## src/rtl/fir_pkg.sv

```systemverilog
// Shared definitions for the FIR sequencer slice.
//   state_e     - sequencer states
//   DEF_TAPS    - default number of CMEM coefficients
//   DEF_NSHIFT  - default samples shifted into IMEM per frame
//   DEF_ACC_W   - default MAC result width
package fir_pkg;

  typedef enum logic [2:0] {
    StIdle,
    StLoad,
    StFill,
    StMac,
    StOut
  } state_e;

  localparam int unsigned DEF_TAPS   = 64;
  localparam int unsigned DEF_NSHIFT = 8;
  localparam int unsigned DEF_ACC_W  = 32;

endpackage

```

## src/rtl/fir_tmo_cnt.sv

```systemverilog
// Saturating up-counter used as the MAC watchdog.
// Ports:
//   clk, reset_n - clock, asynchronous active-low reset
//   i_clr        - synchronous clear (priority over enable)
//   i_en         - count enable; holds once saturated
//   o_sat        - counter is at its all-ones value
module fir_tmo_cnt #(
  parameter int unsigned W = 8
) (
  input  logic clk,
  input  logic reset_n,
  input  logic i_clr,
  input  logic i_en,
  output logic o_sat
);

  logic [W-1:0] r_cnt;

  assign o_sat = (r_cnt == {W{1'b1}});

  always_ff @(posedge clk or negedge reset_n) begin
    if (!reset_n) begin
      r_cnt <= '0;
    end else if (i_clr) begin
      r_cnt <= '0;
    end else if (i_en && !o_sat) begin
      r_cnt <= r_cnt + W'(1);
    end
  end

endmodule

```

## src/rtl/fir_seq_ctrl.sv

```systemverilog
// FIR datapath sequencer: loads CMEM coefficients, drains a frame of samples
// from the FIFO into IMEM, triggers the MAC with a watchdog, and presents the
// result on a valid/ready port.
// Ports:
//   clk, reset_n                        - clock, asynchronous active-low reset
//   start, coef_load                    - frame / coefficient-load request pulses
//   coef_wdata/wvalid/wready            - coefficient stream
//   cen, wen, addr, cmem_wdata          - CMEM write port
//   fifo_empty, read_enable, shift_enable - FIFO pop / IMEM shift
//   mac_start, done, result             - MAC control
//   out_data, out_valid, out_ready      - result handshake
//   busy, error                         - status (error is sticky timeout)
module fir_seq_ctrl
  import fir_pkg::*;
#(
  parameter int unsigned TAPS   = DEF_TAPS,
  parameter int unsigned ADDR_W = 6,
  parameter int unsigned DATA_W = 16,
  parameter int unsigned ACC_W  = DEF_ACC_W,
  parameter int unsigned NSHIFT = DEF_NSHIFT,
  parameter int unsigned TMO_W  = 8
) (
  input  logic              clk,
  input  logic              reset_n,
  input  logic              start,
  input  logic              coef_load,
  input  logic [DATA_W-1:0] coef_wdata,
  input  logic              coef_wvalid,
  output logic              coef_wready,
  output logic              cen,
  output logic              wen,
  output logic [ADDR_W-1:0] addr,
  output logic [DATA_W-1:0] cmem_wdata,
  input  logic              fifo_empty,
  output logic              read_enable,
  output logic              shift_enable,
  output logic              mac_start,
  input  logic              done,
  input  logic [ACC_W-1:0]  result,
  output logic [ACC_W-1:0]  out_data,
  output logic              out_valid,
  input  logic              out_ready,
  output logic              busy,
  output logic              error
);

  localparam int unsigned IDX_W = $clog2(TAPS + 1);
  localparam int unsigned CNT_W = $clog2(NSHIFT + 1);

  state_e            r_state;
  logic [IDX_W-1:0]  r_idx;
  logic [CNT_W-1:0]  r_cnt;
  logic              r_mac_start;
  logic              r_out_valid;
  logic [ACC_W-1:0]  r_out_data;
  logic              r_error;

  logic w_load;
  logic w_beat;
  logic w_pop;
  logic w_fill_last;
  logic w_tmo_en;
  logic w_tmo_sat;

  assign w_load      = (r_state == StLoad);
  assign w_beat      = w_load && coef_wvalid;
  assign w_pop       = (r_state == StFill) && !fifo_empty && (r_cnt < CNT_W'(NSHIFT));
  assign w_fill_last = w_pop && (r_cnt == CNT_W'(NSHIFT - 1));

  // Counting also on the edge into MAC makes the count equal the MAC cycle
  // number, so saturation lands on the (2**TMO_W-1)th MAC cycle.
  assign w_tmo_en = (r_state == StMac) || w_fill_last;

  fir_tmo_cnt #(
    .W(TMO_W)
  ) u_tmo (
    .clk    (clk),
    .reset_n(reset_n),
    .i_clr  (!w_tmo_en),
    .i_en   (w_tmo_en),
    .o_sat  (w_tmo_sat)
  );

  // CMEM strobes are gated by the registered state, so an async reset kills
  // any in-flight write in the same cycle.
  assign coef_wready  = w_load;
  assign cen          = w_beat;
  assign wen          = w_beat;
  assign addr         = w_load ? r_idx[ADDR_W-1:0] : '0;
  assign cmem_wdata   = w_load ? coef_wdata : '0;
  assign read_enable  = w_pop;
  assign shift_enable = w_pop;
  assign mac_start    = r_mac_start;
  assign out_valid    = r_out_valid;
  assign out_data     = r_out_data;
  assign error        = r_error;
  assign busy         = (r_state != StIdle);

  always_ff @(posedge clk or negedge reset_n) begin
    if (!reset_n) begin
      r_state     <= StIdle;
      r_idx       <= '0;
      r_cnt       <= '0;
      r_mac_start <= 1'b0;
      r_out_valid <= 1'b0;
      r_out_data  <= '0;
      r_error     <= 1'b0;
    end else begin
      r_mac_start <= 1'b0;
      unique case (r_state)
        StIdle: begin
          if (coef_load) begin
            r_idx   <= '0;
            r_state <= StLoad;
          end else if (start) begin
            r_cnt   <= '0;
            r_state <= StFill;
          end
        end
        StLoad: begin
          if (coef_wvalid) begin
            if (r_idx == IDX_W'(TAPS - 1)) begin
              r_idx   <= '0;
              r_state <= StIdle;
            end else begin
              r_idx <= r_idx + IDX_W'(1);
            end
          end
        end
        StFill: begin
          if (w_pop) begin
            r_cnt <= r_cnt + CNT_W'(1);
            if (w_fill_last) begin
              r_mac_start <= 1'b1;
              r_state     <= StMac;
            end
          end
        end
        StMac: begin
          // done wins over a simultaneous timeout
          if (done) begin
            r_out_data  <= result;
            r_out_valid <= 1'b1;
            r_state     <= StOut;
          end else if (w_tmo_sat) begin
            r_error <= 1'b1;
            r_state <= StIdle;
          end
        end
        StOut: begin
          if (out_ready) begin
            r_out_valid <= 1'b0;
            r_state     <= StIdle;
          end
        end
        default: r_state <= StIdle;
      endcase
    end
  end

endmodule

```

## config.mk

```make
export PLATFORM = sky130hd
export DESIGN_NAME = fir_seq_ctrl
export DESIGN_NICKNAME = d
export VERILOG_FILES = /design/src/rtl/fir_pkg.sv /design/src/rtl/fir_tmo_cnt.sv /design/src/rtl/fir_seq_ctrl.sv
export SDC_FILE = /design/constraint.sdc
export NUM_CORES = 1
export LEC_CHECK = 0
export BUFFER_PORTS_ARGS = -buffer_cell sky130_fd_sc_hd__buf_4
export CAP_MARGIN = 20
export CORE_ASPECT_RATIO = 0.75
export CORE_MARGIN = 8
export CORE_UTILIZATION = 51
export CTS_CLUSTER_DIAMETER = 200
export DETAILED_ROUTE_END_ITERATION = 8
export PLACE_DENSITY = 0.82
export SLEW_MARGIN = 20
export SYNTH_ARGS = -nofsm -noshare
export SYNTH_HDL_FRONTEND = slang
export SYNTH_HIERARCHICAL = 1
export SYNTH_SLANG_ARGS = --single-unit
```

## constraint.sdc

```tcl
create_clock -name clk -period 4.1 [get_ports clk]
set_clock_uncertainty 0.2 [all_clocks]
set_input_delay 0.615 -clock clk [delete_from_list [all_inputs] [get_ports clk]]
set_output_delay 0.615 -clock clk [all_outputs]
set_load 0.005 [all_outputs]
```

==> out/qor.yml <==
vias: 2225
grt_max_degree: 58
ant_nets: 0
port_buffers: 118
rows: 23
n_antenna_cell: 0
synth-edff-count: 0
crit_start: "r_state[1]"
start_util: 0.526
synthFlopType: "dfrtp_1"
drt-pass1-iter-count: 4
coreArea_mm2: 0.00530
critical_path.slowest_cell: "dfrtp_1"
outcome: "completed"
cp.arrival_ns: 2.10
synthArstFlopShare: 1.00
powerDensity_mw_per_mm2: 622
rsz0062_at_grt: "false"
ys_warn_count: 6
hold_buffers: 0
syn-num-nets: 300
htreeDepth: 3
dp.cells: 424
clk_latency_ns: 0.34
fin_crit_ns: 2.92
clkTransAtPathRegs_ns: 0.07
worstPathCellList: "or3b_1, nor3_1, buf_4"
route.detailed.drc: 0
synth_top_area_frac: 0.512
crit_end: "read_enable"
yosysUniqueCellTypes: 50
cts_tree: "done"
netlist_area_mm2: 0.00279
numCtsBuffers: 9
die_h_um: 80.0
antenna_found_initial: 0
first_iter_violations: 96
grt_pass1_vias: 2295
globalplace.congestion: 0.835
hpwl_mm: 5.39
io_pins: 119
relSlewSlack: 0.529
fin_setup_tns_ns: 0
setup_viol: 0
finalHoldViolations: 0
synthCells: 241
cts_resized: 0
track_usage: 0.183
grt_pass1_wl_mm: 11.5
fin_nets: 419
layout-drive-gt1-share: 0.501
setup.worst_path.end_class: "primary output"
tightest_slew_ns: 0.706
gr-total-overflow: 0
yosys-top-cells-count: "dfrtp_1, mux2_2, and2_1"
yosysMostFrequentCell: "dfrtp_1"
synth-seq-area-share: 0.512
critical_path.max_stage_delay_ns: 0.62
r2r_cells: 7
wl_mm: 7.10
vias_per_cell: 5.06
final_cells: 440
r2r_start: "r_cnt[0]"
syn_to_final_growth_pct: 40.0
path_class: "register to primary output"
maxSlewViolCount: 0
die_w_um: 101
clk_path_buf_depth: 2
cp_max_fo: 17
critPathLaunchType: "register"
cp_data_required_time_ns: 3.28
die_area_mm2: 0.00811
clock-sinks: 57
r2r_end: "u_tmo/r_cnt[7]"
avgSynthCellArea_um2: 11.6
post_drt_wl_per_cell_um: 16.1
hold_class: "primary input to asynchronous set/reset pin"
ir_drop_mv: 0.421
yosys_register_bits: 57
power_mw: 2.43
cap_violations: 0
fin_crit_sh: 0.711
max_freq_mhz: 343
reg2reg_setup_slack_ns: 1.60
synth.area.top_cells: "dfrtp_1, mux2_2, and2_1"
yosysTopAreaCell: "dfrtp_1"
post_cts_buffers: 0
cts_root_buf: "clkbuf_8"
power.leakage_nw: 1.91
-- state kept, by name (all words and copies together), names as in the netlist --
register     cells
out_data        32
out_valid        1
r_state          3
error            1
r_cnt            4
mac_start        1
r_idx            7
u_tmo/r_cnt      8
-- power breakdown --
| part | total, mW | internal [mW] | switching, mW |
|---|---|---|---|
| logic | 1.01 | 0.601 | 0.408 |
| registers | 0.927 | 0.769 | 0.159 |
| clock network | 0.491 | 0.254 | 0.238 |
-- cells by family after synthesis --
family / synth area share
DFF: 0.512
AOI/OAI and AO/OA: 0.0920
adders and majority gates: 0.0135
buffers and inverters: 0.0332
muxes: 0.158
and+or+nand+nor: 0.192
-- metal layers --
metal  part of all wire  vias to the layer above  global-route usage
met5                  0                        -                   0
met4              0.010                        0              0.0489
met3               0.10                       11               0.116
met2               0.47                       76               0.279
met1               0.41                     1043               0.211
li1                   -                     1095                   -
-- through the flow --
step	util	instance area, µm²	hold slack (ns)	worst slack, ns
after floorplan	-	2790	0.119	1.79
after global placement	0.701	3710	0.283	1.58
after detailed placement	0.701	3710	0.282	1.54
after CTS	0.737	3900	0.136	1.18
after global routing	0.737	3900	0.168	1.01
final	0.737	3900	0.115	1.18
-- cell type report --
cell class	count	area, µm²
inverter	8	30.0
clock buffer	11	151
sequential	57	1430
clock inverter	5	38.8
tap	75	93.8
timing repair buffer	119	893
multi-input combinational	165	1270
fill	395	1390
-- worst max-delay path: cells and delay by family, from the launching register on --
kind | cells | cell delay (ns)
AND/OR/NAND/NOR | 2 | 0.93
flip-flops | 1 | 0.62
buffers and inverters | 1 | 0.22
-- cell usage in the layout (no fill, tap or decap), drive strengths merged, types with 2 or more instances in the layout --
master | Yosys | final
nor2b | 3 | 3
buf | 8 | 119
dfrtp | 57 | 57
mux2i | 3 | 3
nor4 | 2 | 2
and4 | 2 | 2
ha | 3 | 3
nor2 | 8 | 8
a211oi | 5 | 5
or3 | 2 | 2
nand3 | 9 | 9
o2bb2ai | 2 | 2
mux2 | 36 | 36
a21oi | 8 | 8
clkbuf | 3 | 11
and3 | 4 | 4
o21ai | 9 | 9
nand4 | 2 | 2
a31oi | 2 | 2
inv | 8 | 9
or3b | 4 | 4
nand2b | 5 | 5
and2 | 24 | 24
o21bai | 2 | 2
nor3 | 4 | 4
nand2 | 12 | 12
clkinvlp | 0 | 4
a21boi | 2 | 2
-- worst min path at each step --
stage             from            to  depth (start not counted)
2_1_floorplan  reset_n         error                          0
3_3_place_gp     error         error                          1
3_5_place_dp     error         error                          1
4_1_cts        reset_n  out_data[18]                          1
5_1_grt        reset_n      r_idx[0]                          1
6_report       reset_n      r_idx[0]                          1
Power figures use the tool's default switching activity.
